==> config.mk <==
export PLATFORM = sky130hd
export DESIGN_NAME = hazard_fwd_ctrl
export DESIGN_NICKNAME = d
export VERILOG_FILES = /design/src/rtl/hazard_fwd_ctrl.sv
export SDC_FILE = /design/constraint.sdc
export NUM_CORES = 1
export LEC_CHECK = 0
export ABC_AREA = 0
export ABC_CLOCK_PERIOD_IN_PS = 6400
export BUFFER_PORTS_ARGS = -buffer_cell sky130_fd_sc_hd__buf_2
export CORE_UTILIZATION = 34
export CTS_CLUSTER_DIAMETER = 150
export DETAILED_ROUTE_END_ITERATION = 16
export PLACE_DENSITY_LB_ADDON = 0.08
export SETUP_SLACK_MARGIN = 0.02
export SLEW_MARGIN = 0
export SYNTH_ARGS = -nofsm -noshare
export SYNTH_HDL_FRONTEND = slang
export SYNTH_SLANG_ARGS = --single-unit
export TNS_END_PERCENT = 10
==> constraint.sdc <==
create_clock -name clk -period 6.4 [get_ports clk]
set_input_delay 1.6 -clock clk [delete_from_list [all_inputs] [get_ports clk]]
set_output_delay 1.6 -clock clk [all_outputs]
set_load 0.02 [all_outputs]
==> src/rtl/hazard_fwd_ctrl.sv <==
// EX-stage operand forwarding, ID-stage load-use / multi-cycle hazard detection,
// single-entry multi-cycle scoreboard FSM and a saturating stall-cycle counter.
module hazard_fwd_ctrl #(
  parameter int unsigned AW     = 5,
  parameter int unsigned MC_LAT = 4,
  parameter int unsigned CNT_W  = 16
) (
  input  logic             clk,
  input  logic             rst_n,
  input  logic [AW-1:0]    rs1_ID,
  input  logic [AW-1:0]    rs2_ID,
  input  logic             mc_req_ID,
  input  logic             RegWen_ID,
  input  logic [AW-1:0]    rd_ID,
  input  logic [AW-1:0]    rs1_EX,
  input  logic [AW-1:0]    rs2_EX,
  input  logic [AW-1:0]    rd_EX,
  input  logic             ASel_EX,
  input  logic             MemRead_EX,
  input  logic             RegWen_EX,
  input  logic             mc_start_EX,
  input  logic [AW-1:0]    rd_MEM,
  input  logic [AW-1:0]    rd_WB,
  input  logic             RegWen_MEM,
  input  logic             RegWen_WB,
  output logic [1:0]       forwardA_EX,
  output logic [1:0]       forwardB_EX,
  output logic             stall_IF,
  output logic             stall_ID,
  output logic             bubble_EX,
  output logic             mc_busy,
  output logic             mc_done,
  output logic [AW-1:0]    mc_rd,
  output logic [CNT_W-1:0] stall_cnt
);

  localparam int unsigned LW = 4;

  typedef enum logic [1:0] {S_IDLE, S_BUSY, S_DONE} state_t;

  state_t          state_q, state_d;
  logic [LW-1:0]   cnt_q, cnt_d;
  logic [AW-1:0]   mc_rd_q, mc_rd_d;
  logic            ld_haz, mc_haz, stall;
  logic [1:0]      fwd_a, fwd_b;

  // Scoreboard state registers
  always_ff @(posedge clk or negedge rst_n) begin
    if (!rst_n) begin
      state_q <= S_IDLE;
      cnt_q   <= '0;
      mc_rd_q <= '0;
    end else begin
      state_q <= state_d;
      cnt_q   <= cnt_d;
      mc_rd_q <= mc_rd_d;
    end
  end

  // Next state; an issue while BUSY is ignored, an issue in DONE reloads
  always_comb begin
    state_d = state_q;
    cnt_d   = cnt_q;
    mc_rd_d = mc_rd_q;
    mc_busy = 1'b0;
    mc_done = 1'b0;
    case (state_q)
      S_IDLE: begin
        if (mc_start_EX) begin
          state_d = S_BUSY;
          cnt_d   = LW'(MC_LAT - 1);
          mc_rd_d = rd_EX;
        end
      end
      S_BUSY: begin
        mc_busy = 1'b1;
        cnt_d   = cnt_q - LW'(1);
        if (cnt_q == LW'(1)) state_d = S_DONE;
      end
      S_DONE: begin
        mc_busy = 1'b1;
        mc_done = 1'b1;
        if (mc_start_EX) begin
          state_d = S_BUSY;
          cnt_d   = LW'(MC_LAT - 1);
          mc_rd_d = rd_EX;
        end else begin
          state_d = S_IDLE;
        end
      end
      default: state_d = S_IDLE;
    endcase
  end

  // Operand forwarding: PC select wins, then MEM, then WB
  always_comb begin
    fwd_a = 2'b00;
    fwd_b = 2'b00;
    if (ASel_EX)
      fwd_a = 2'b01;
    else if (RegWen_MEM && rs1_EX == rd_MEM && rs1_EX != AW'(0))
      fwd_a = 2'b11;
    else if (RegWen_WB && rs1_EX == rd_WB && rs1_EX != AW'(0))
      fwd_a = 2'b10;
    if (RegWen_MEM && rs2_EX == rd_MEM && rs2_EX != AW'(0))
      fwd_b = 2'b11;
    else if (RegWen_WB && rs2_EX == rd_WB && rs2_EX != AW'(0))
      fwd_b = 2'b10;
  end

  always_comb begin
    ld_haz = MemRead_EX && RegWen_EX && rd_EX != AW'(0) &&
             (rd_EX == rs1_ID || rd_EX == rs2_ID);
    mc_haz = (state_q == S_BUSY) &&
             ((mc_rd_q != AW'(0) &&
               (rs1_ID == mc_rd_q || rs2_ID == mc_rd_q || (RegWen_ID && rd_ID == mc_rd_q))) ||
              mc_req_ID);
    stall  = rst_n && (ld_haz || mc_haz);
  end

  // Combinational outputs are forced low while reset is held
  assign forwardA_EX = rst_n ? fwd_a : 2'b00;
  assign forwardB_EX = rst_n ? fwd_b : 2'b00;
  assign stall_IF    = stall;
  assign stall_ID    = stall;
  assign bubble_EX   = stall;
  assign mc_rd       = mc_rd_q;

  always_ff @(posedge clk or negedge rst_n) begin
    if (!rst_n)
      stall_cnt <= '0;
    else if (stall && stall_cnt != '1)
      stall_cnt <= stall_cnt + CNT_W'(1);
  end

endmodule

==> run summary, run 1 <==
Status: finished clean
Hold WC Path Type: flip-flop to flip-flop
Vias per inst: 4.98
Leak Pwr: 1.19 nW
Die Y: 78.8 um
Syn Inst Count: 206
Initial Util: 35.7%
CTS buffer count: 3
Iteration-0 DRC Markers: 43
Post-place setup slack: 1630 ps
Max Root-Sink Buffers: 2
Number of synthesis warnings: 0
Synth top area share: 33.7%
Hold Vio Cnt, Final: 0
Area leader, netlist: dfrtp_1
Die ar.: 6200 sq um
Crit path launch type: primary input
Cell Area, Synth: 2000 sq um
CTS tree: built
Data arrival, critical path: 3190 ps
Design area: 2520 sq um
Tcrit/Tclk final: 74.8%
Final Slew Violations: 0
GPL Wtd Cong: 0.856
Tightest Pin Transition: 425 ps
Clock period minus worst slack: 4790 ps
CP endpoint kind: output port
Clock sinks: 27
GR Overflow Total: 0
I/O Buffers: 79
DRC viols: 0
Vias in the first global route: 1680
Setup Skew: 8.27 ps
Max Fclk: 0.209 GHz
Clk slew on worst S/H paths: 90 ps
Avg Cell Area, Syn: 9.72 sq um
CORE AREA: 5610 sq um
WS Path Type: primary input to output port
Pwr per Cell Area: 277 nW/um^2
Die W: 78.8 um
Net Count, Synth: 263
Total Routed Length: 4800 um
Layout cell share with drive strength beyond 1: 33.1%
Tot GR Track Use: 15.5%
Post-CTS sizing: 0
Nets: 345
Boundary pin count: 80
Seq/Total Area, Yosys: 33.7%
Largest net degree at the start of global routing: 19
Cell total after placement: 355
Via count: 1788
TNS Setup: 0 ps
Drt first pass iters: 4
First-pass GRT wire length: 7700 um
Final setup fails: 0
HPWL Detailed: 3860 um
Crit path max fanout: 16
Peak supply drop: 0.140 mV
Slew margin rel.: 71.4%
Setup ws final: 1610 ps
RSZ-0062 raised after global routing: no
Area after DPL: 2470 sq um
Hold buffer count at CTS: 0
Floorplan row count: 27
Final non-filler cell total: 359
Yosys cell types: 43
CP Data Required Time: 4800 ps
Hold slack: 496 ps
Antenna violations before repair: 0
Tot Pwr: 0.699 mW
Final antenna-violating net count: 0
Area Overhead vs Synth: 25.8%
Final Util: 44.9%
Setup bufs post-CTS: 0
Wire per inst: 13.4 um
CTS root buf: clkbuf_8
Ranking of synthesized cells by area: dfrtp_1 34%, xnor2_1 16%, xor2_1 9.6%
Clk Latency, worst-skew pair: 270 ps
Htree depth: 1
Antenna Cells: 0
Max-cap violations: 0
Yosys reg bits: 27
==> report_power, final <==
| group | switching (mW) | leakage [nW] | total [mW] | internal [mW] |
|---|---|---|---|---|
| Sequential | 0.0623 | 0.349 | 0.271 | 0.209 |
| Combinational | 0.181 | 0.819 | 0.330 | 0.149 |
| Clock | 0.0540 | 0.0255 | 0.0976 | 0.0436 |
==> cell usage in the layout, fill, tap and decap left out, drive strengths merged, types with 2 or more instances in the layout <==
cell     instances
nor4             4
o211ai          11
and3             7
nor3            10
ha               7
xor2            22
o2111ai          2
mux2             6
clkbuf           3
nor2             9
nand4            3
dfrtp           27
inv              6
a21oi            2
o311a            2
nand2            9
buf             81
xnor2           36
or4              3
nand3           13
o21ai            5
o21a             3
==> synthesized netlist by cell type <==
master	number
xnor2_1	36
dfrtp_1	27
xor2_1	22
nand3_1	13
nor3_1	10
o211ai_1	10
nand2_1	9
nor2_1	8
and3_1	7
ha_1	7
inv_1	6
mux2_2	5
nor4_1	4
o21ai_0	4
nand4_1	3
o21a_1	3
or4_1	3
a21oi_1	2
buf_4	2
o2111ai_1	2
a21o_1	1
a22o_1	1
a31oi_1	1
a41oi_1	1
and2_1	1
buf_6	1
clkbuf_1	1
mux2_4	1
mux2i_1	1
nor2_2	1
nor2b_1	1
nor3b_1	1
nor4b_1	1
o211a_1	1
o211ai_2	1
o21ai_1	1
o21bai_1	1
o22a_1	1
o311a_1	1
o311a_4	1
o31ai_1	1
o41ai_1	1
or2_2	1
==> cell families (layout without fill, tap and decap cells) <==
group | Yosys count | in the layout | share of synthesized area (%)
AO/OA/AOI/OAI | 34 | 34 | 13.4
buffers and inverters | 10 | 91 | 2.62
adder cells (fa/ha/maj) | 7 | 7 | 4.37
AND/OR/NAND/NOR | 63 | 63 | 16.5
flip-flops | 27 | 27 | 33.7
multiplexers | 7 | 7 | 4.06
XOR/XNOR | 58 | 58 | 25.4
==> path summary, 6_finish.rpt <==
kind	start	end	slack (ps)	depth (start not counted)
max in group asynchronous	rst_n	stall_cnt[9]$_DFFE_PN0P_	4610	2
worst max-delay path	rd_EX[1]	stall_IF	1610	7
worst min-delay path	stall_cnt[10]$_DFFE_PN0P_	stall_cnt[10]$_DFFE_PN0P_	500	1
min in group asynchronous	rst_n	cnt_q[3]$_DFFE_PN0P_	1240	1
worst max register to register	mc_rd[1]$_DFFE_PN0P_	stall_cnt[1]$_DFFE_PN0P_	4030	6
worst min register to register	stall_cnt[10]$_DFFE_PN0P_	stall_cnt[10]$_DFFE_PN0P_	500	1
==> registers in the layout (all words and copies together) (netlist names) <==
register / count
stall_cnt: 16
mc_rd: 5
cnt_q: 4
state_q: 2
==> cell type report <==
class	instances	area [sq um]
fill	577	3090
multi-input combinational	169	1270
sequential	27	676
timing repair buffer	81	410
tap	72	90.1
clock buffer	3	41.3
inverter	6	22.5
clock inverter	1	5.00
==> critical path: stages <==
cell	delay (ps)
buf_2	130
or4_1	520
o2111ai_1	190
a21oi_1	70
buf_4	190
or2_2	320
buf_2	160
==> metal layers <==
metal	vias to the layer above	wire length, um	global-route usage [%]
met5	-	0	0
met4	0	19	3.70
met3	2	180	2.18
met2	35	2320	26.5
met1	845	2280	20.4
li1	906	-	-
(Power assumes the default switching activity.)
==> inputs of run 2 (changes only) <==
--- a/config.mk
+++ b/config.mk
@@ -6,7 +6,7 @@
 export NUM_CORES = 1
 export LEC_CHECK = 0
 export ABC_AREA = 0
-export ABC_CLOCK_PERIOD_IN_PS = 6400
+export ABC_CLOCK_PERIOD_IN_PS = 4450
 export BUFFER_PORTS_ARGS = -buffer_cell sky130_fd_sc_hd__buf_2
 export CORE_UTILIZATION = 34
 export CTS_CLUSTER_DIAMETER = 150
==> constraint.sdc (replaced) <==
create_clock -name clk -period 4.45 [get_ports clk]
set_input_delay 1.1125 -clock clk [delete_from_list [all_inputs] [get_ports clk]]
set_output_delay 1.1125 -clock clk [all_outputs]
set_load 0.02 [all_outputs]
==> run summary, run 2 (synthesized netlist as in run 1, its figures left out) <==
Max Fclk: 0.275 GHz
Layout cell share with drive strength beyond 1: 33.1%
Vias in the first global route: 1726
Initial Util: 35.7%
Slew margin rel.: 70.2%
CTS root buf: clkbuf_8
Crit path launch type: primary input
Setup Skew: 8.44 ps
Nets: 345
Max reg flops: 16
Area Overhead vs Synth: 25.8%
Commonest non-fill, non-tap cell in the layout: buf_2
Max Root-Sink Buffers: 2
Floorplan row count: 27
Reg2reg setup slack: 2080 ps
CTS buffer count: 3
RSZ-0062 raised after global routing: no
WS Path Type: primary input to output port
Internal power: 0.577 mW
Commonest cells after routing, fill and taps aside: 79 x buf_2, 36 x xnor2_1, 27 x dfrtp_1
Number of cells on the worst reg-to-reg path: 6
Hold buffer count at CTS: 0
Die ar.: 6200 sq um
Die W: 78.8 um
Setup ws final: 811 ps
CORE AREA: 5610 sq um
Leak Pwr: 1.19 nW
Final antenna-violating net count: 0
Clk slew on worst S/H paths: 90 ps
Die Y: 78.8 um
First-pass GRT wire length: 7780 um
Htree depth: 1
CP Data Required Time: 3340 ps
Max-cap violations: 0
Combinational fraction of design power: 47.1%
Switching Share: 42.4%
Reg power frac: 38.9%
Total Routed Length: 4680 um
Final Slew Violations: 0
I/O Buffers: 79
Tot GR Track Use: 15.6%
Boundary pin count: 80
CTS tree: built
Fill count: 592
Vias per inst: 4.94
Post-place setup slack: 810 ps
Setup bufs post-CTS: 0
Clock sinks: 27
Sw power: 0.425 mW
Largest net degree at the start of global routing: 22
HPWL Detailed: 3860 um
Peak supply drop: 0.166 mV
Pwr per Cell Area: 398 nW/um^2
Clk Latency, worst-skew pair: 270 ps
Min-Delay Path Depth: 1
CP endpoint kind: output port
Antenna violations before repair: 0
Data arrival, critical path: 2530 ps
Cell total after placement: 355
DRC viols: 0
Final non-filler cell total: 359
Most flop-heavy register: stall_cnt
Via count: 1774
Status: finished clean
Clock period minus worst slack: 3640 ps
Antenna Cells: 0
Tightest Pin Transition: 444 ps
Final setup fails: 0
GPL Wtd Cong: 0.797
Post-CTS sizing: 0
Wire per inst: 13.0 um
Tot Pwr: 1.00 mW
Crit path max fanout: 16
Tcrit/Tclk final: 81.8%
Drt first pass iters: 4
TNS Setup: 0 ps
Hold WC Path Type: flip-flop to flip-flop
Iteration-0 DRC Markers: 49
Hold Vio Cnt, Final: 0
Clock power share: 14.0%
GR Overflow Total: 0
run 2: cell counts in the layout (fill, tap and decap cells not counted):
Identical to the previous run, type by type.
run 2: final timing paths:
path	startpoint	end
min in group asynchronous	rst_n	cnt_q[2]$_DFFE_PN0P_
hold reg to reg	stall_cnt[10]$_DFFE_PN0P_	stall_cnt[10]$_DFFE_PN0P_
setup reg to reg	mc_rd[1]$_DFFE_PN0P_	stall_cnt[1]$_DFFE_PN0P_
hold / removal	stall_cnt[10]$_DFFE_PN0P_	stall_cnt[10]$_DFFE_PN0P_
max in group asynchronous	rst_n	stall_cnt[10]$_DFFE_PN0P_
setup / recovery	rs1_ID[0]	stall_IF
run 2: metrics by stage:
step | instance area (sq um) | hold WS, ps | util, %
5_1_grt | 2520 | 524 | 44.9
6_report | 2520 | 495 | 44.9
2_1_floorplan | 2000 | 480 | -
3_5_place_dp | 2470 | 486 | 44.1
3_3_place_gp | 2470 | 485 | 44.1
4_1_cts | 2520 | 502 | 44.9
run 2: power groups by stage:
stage	Sequential (mW)	Clock, mW	Combinational (mW)
final	0.390	0.140	0.472
after detailed placement	0.396	0	0.477
after global routing	0.403	0.156	0.526
after floorplan	0.425	0	0.297
after CTS	0.391	0.145	0.480
after global placement	0.398	0	0.476
run 2: per-layer routing:
layer	GRT usage, %	vias to the layer above	wire length, um
met5	0	-	0
met4	3.89	0	38
met3	2.64	4	211
met2	26.2	35	2220
met1	20.7	830	2220
li1	-	905	-
run 2: layout make-up:
cell class	count	area, sq um	share of cell area (%)
Timing Repair Buffer	81	410	16.3
Multi-Input combinational cell	169	1270	50.6
Clock buffer	3	41.3	1.64
Clock inverter	1	5.00	0.199
Tap cell	72	90.1	3.57
Sequential cell	27	676	26.8
Inverter	6	22.5	0.894
run 2: critical path, stage by stage:
cell,delay [ps]
buf_2,110
xnor2_1,160
nand3_1,90
nor4_1,360
o311a_4,380
or2_2,160
buf_2,150
==> inputs of run 3 (changes only) <==
--- a/config.mk
+++ b/config.mk
@@ -5,8 +5,8 @@
 export SDC_FILE = /design/constraint.sdc
 export NUM_CORES = 1
 export LEC_CHECK = 0
-export ABC_AREA = 0
-export ABC_CLOCK_PERIOD_IN_PS = 4450
+export ABC_AREA = 1
+export ABC_CLOCK_PERIOD_IN_PS = 3100
 export BUFFER_PORTS_ARGS = -buffer_cell sky130_fd_sc_hd__buf_2
 export CORE_UTILIZATION = 34
 export CTS_CLUSTER_DIAMETER = 150
==> constraint.sdc (replaced) <==
create_clock -name clk -period 3.1 [get_ports clk]
set_input_delay 0.775 -clock clk [delete_from_list [all_inputs] [get_ports clk]]
set_output_delay 0.775 -clock clk [all_outputs]
set_load 0.02 [all_outputs]
==> run summary, run 3 <==
Tot Pwr: 1.40 mW
DRC viols: 0
RR Endpoint: stall_cnt[15]$_DFFE_PN0P_
Simple-gate area share of the yosys netlist: 37.7%
CTS buffer count: 3
Vias in the first global route: 2282
Clk Latency, worst-skew pair: 270 ps
Final Slew Violations: 0
Clk slew on worst S/H paths: 90 ps
WS Path Type: primary input to output port
Compound-cell area share of the yosys netlist: 5.66%
Clock sinks: 27
Slew margin rel.: 64.9%
Most frequent cells after synthesis: 103 x nand2_1, 33 x inv_1, 27 x dfrtp_1
CTS tree: built
CP Data Required Time: 2320 ps
Commonest non-fill, non-tap cell in the layout: nand2_1
Yosys cell types: 35
Setup ws final: 363 ps
Via count: 2311
Number of synthesis warnings: 0
Iteration-0 DRC Markers: 66
Layout cell share with drive strength beyond 1: 24.1%
Net Count, Synth: 391
Pwr per Cell Area: 492 nW/um^2
Post-CTS sizing: 0
TNS Setup: 0 ps
Initial Util: 36.1%
Post-synth top flop: dfrtp_1
Area Overhead vs Synth: 21.4%
Yosys reg bits: 27
Clock period minus worst slack: 2740 ps
Crit path launch type: primary input
CTS root buf: clkbuf_8
CORE AREA: 6490 sq um
Syn Inst Count: 334
Hold WC Path Type: flip-flop to flip-flop
Tcrit/Tclk final: 88.3%
Max reg flops: 16
Vias per inst: 4.74
Die Y: 85.0 um
Seq/Total Area, Yosys: 28.8%
Setup Skew: 7.02 ps
Number of synthesized flops with an enable pin: 0
Max Fclk: 0.365 GHz
Max Root-Sink Buffers: 2
Worst Setup EP: forwardA_EX[1]
Final setup fails: 0
Post-Synth Adder-Cell Area: 3.74%
Final antenna-violating net count: 0
Crit path max fanout: 3
Tot GR Track Use: 17.1%
Die ar.: 7230 sq um
Drt first pass iters: 4
Cell Area, Synth: 2340 sq um
Largest family of logic cells by synthesized area: simple AND/OR/NAND/NOR gates
Hold Vio Cnt, Final: 0
Synth Area in XOR/XNOR: 15.3%
Status: finished clean
Nets: 469
HPWL Detailed: 4700 um
Max-cap violations: 0
Peak supply drop: 0.366 mV
Synth top area share: 28.8%
Mux cell area share after synthesis: 0.427%
Area leader, netlist: dfrtp_1
Floorplan row count: 29
Commonest cells after routing, fill and taps aside: 103 x nand2_1, 79 x buf_2, 33 x inv_1
Hold buffer count at CTS: 0
FF-to-FF Start: stall_cnt[0]$_DFFE_PN0P_
GR Overflow Total: 0
Avg Cell Area, Syn: 7.02 sq um
Top-count cell post-synth: nand2_1
Post-place setup slack: 334 ps
Antenna Cells: 0
Total Routed Length: 5850 um
First-pass GRT wire length: 10200 um
Hold slack: 483 ps
Die W: 85.0 um
Largest net degree at the start of global routing: 45
Reg2reg setup slack: 1060 ps
Leak Pwr: 1.55 nW
Antenna violations before repair: 0
CP endpoint kind: output port
Data arrival, critical path: 1960 ps
Most flop-heavy register: stall_cnt
Wire per inst: 12.0 um
Ranking of synthesized cells by area: dfrtp_1 29%, nand2_1 16%, xor2_1 8.2%
Number of cells on the worst reg-to-reg path: 9
Setup bufs post-CTS: 0
Setup crit start: rs1_EX[3]
GPL Wtd Cong: 0.822
Htree depth: 1
Async set-reset flop share out of synthesis: 100%
RSZ-0062 raised after global routing: no
I/O Buffers: 79
Boundary pin count: 80
Tightest Pin Transition: 526 ps
## run 3: worst max-delay path: stages
cell	delay, ps
buf_2	110
inv_1	90
o21ai_0	80
nor2_1	140
o2111ai_1	120
nor3b_1	320
a31oi_1	80
nor2_1	90
buf_2	170
## run 3: metrics by stage
stage	util [%]	area [sq um]	cells
6_report	43.8	2840	488
5_1_grt	43.8	2840	488
4_1_cts	43.8	2840	488
3_5_place_dp	43.1	2800	484
3_3_place_gp	43.1	2800	484
2_1_floorplan	-	2340	334
## run 3: how the worst min path moves through the flow
stage                           endpoint                  from  depth (start not counted)
floorplan           cnt_q[3]$_DFFE_PN0P_  cnt_q[3]$_DFFE_PN0P_                          1
global placement    cnt_q[3]$_DFFE_PN0P_  cnt_q[3]$_DFFE_PN0P_                          1
finish              cnt_q[3]$_DFFE_PN0P_  cnt_q[3]$_DFFE_PN0P_                          1
detailed placement  cnt_q[3]$_DFFE_PN0P_  cnt_q[3]$_DFFE_PN0P_                          1
CTS                 cnt_q[3]$_DFFE_PN0P_  cnt_q[3]$_DFFE_PN0P_                          1
global route        cnt_q[3]$_DFFE_PN0P_  cnt_q[3]$_DFFE_PN0P_                          1
## run 3: logic make-up after synthesis
logic type                 after synthesis
buffers and inverters                   47
and+or+nand+nor                        188
DFF                                     27
xor gates and xnor gates                41
AOI/OAI and AO/OA                       23
adders and majority gates                7
muxes                                    1
## run 3: layer usage
| layer | track usage (%) | wire length, um |
|---|---|---|
| met1 | 23.2 | 2960 |
| met2 | 29.4 | 2700 |
| met3 | 2.82 | 164 |
| met4 | 1.85 | 17 |
| met5 | 0 | 0 |
## run 3: cell type report
class                      count  area, sq um
multi-input combinational    260         1470
tap                           77         96.3
timing repair buffer          80          403
sequential                    27          676
clock buffer                   4         45.0
fill                         702         3650
inverter                      40          150
## run 3: where the power goes
part / switching (mW) / internal, mW
combinational: 0.416 / 0.241
clock: 0.110 / 0.0921
sequential: 0.110 / 0.431
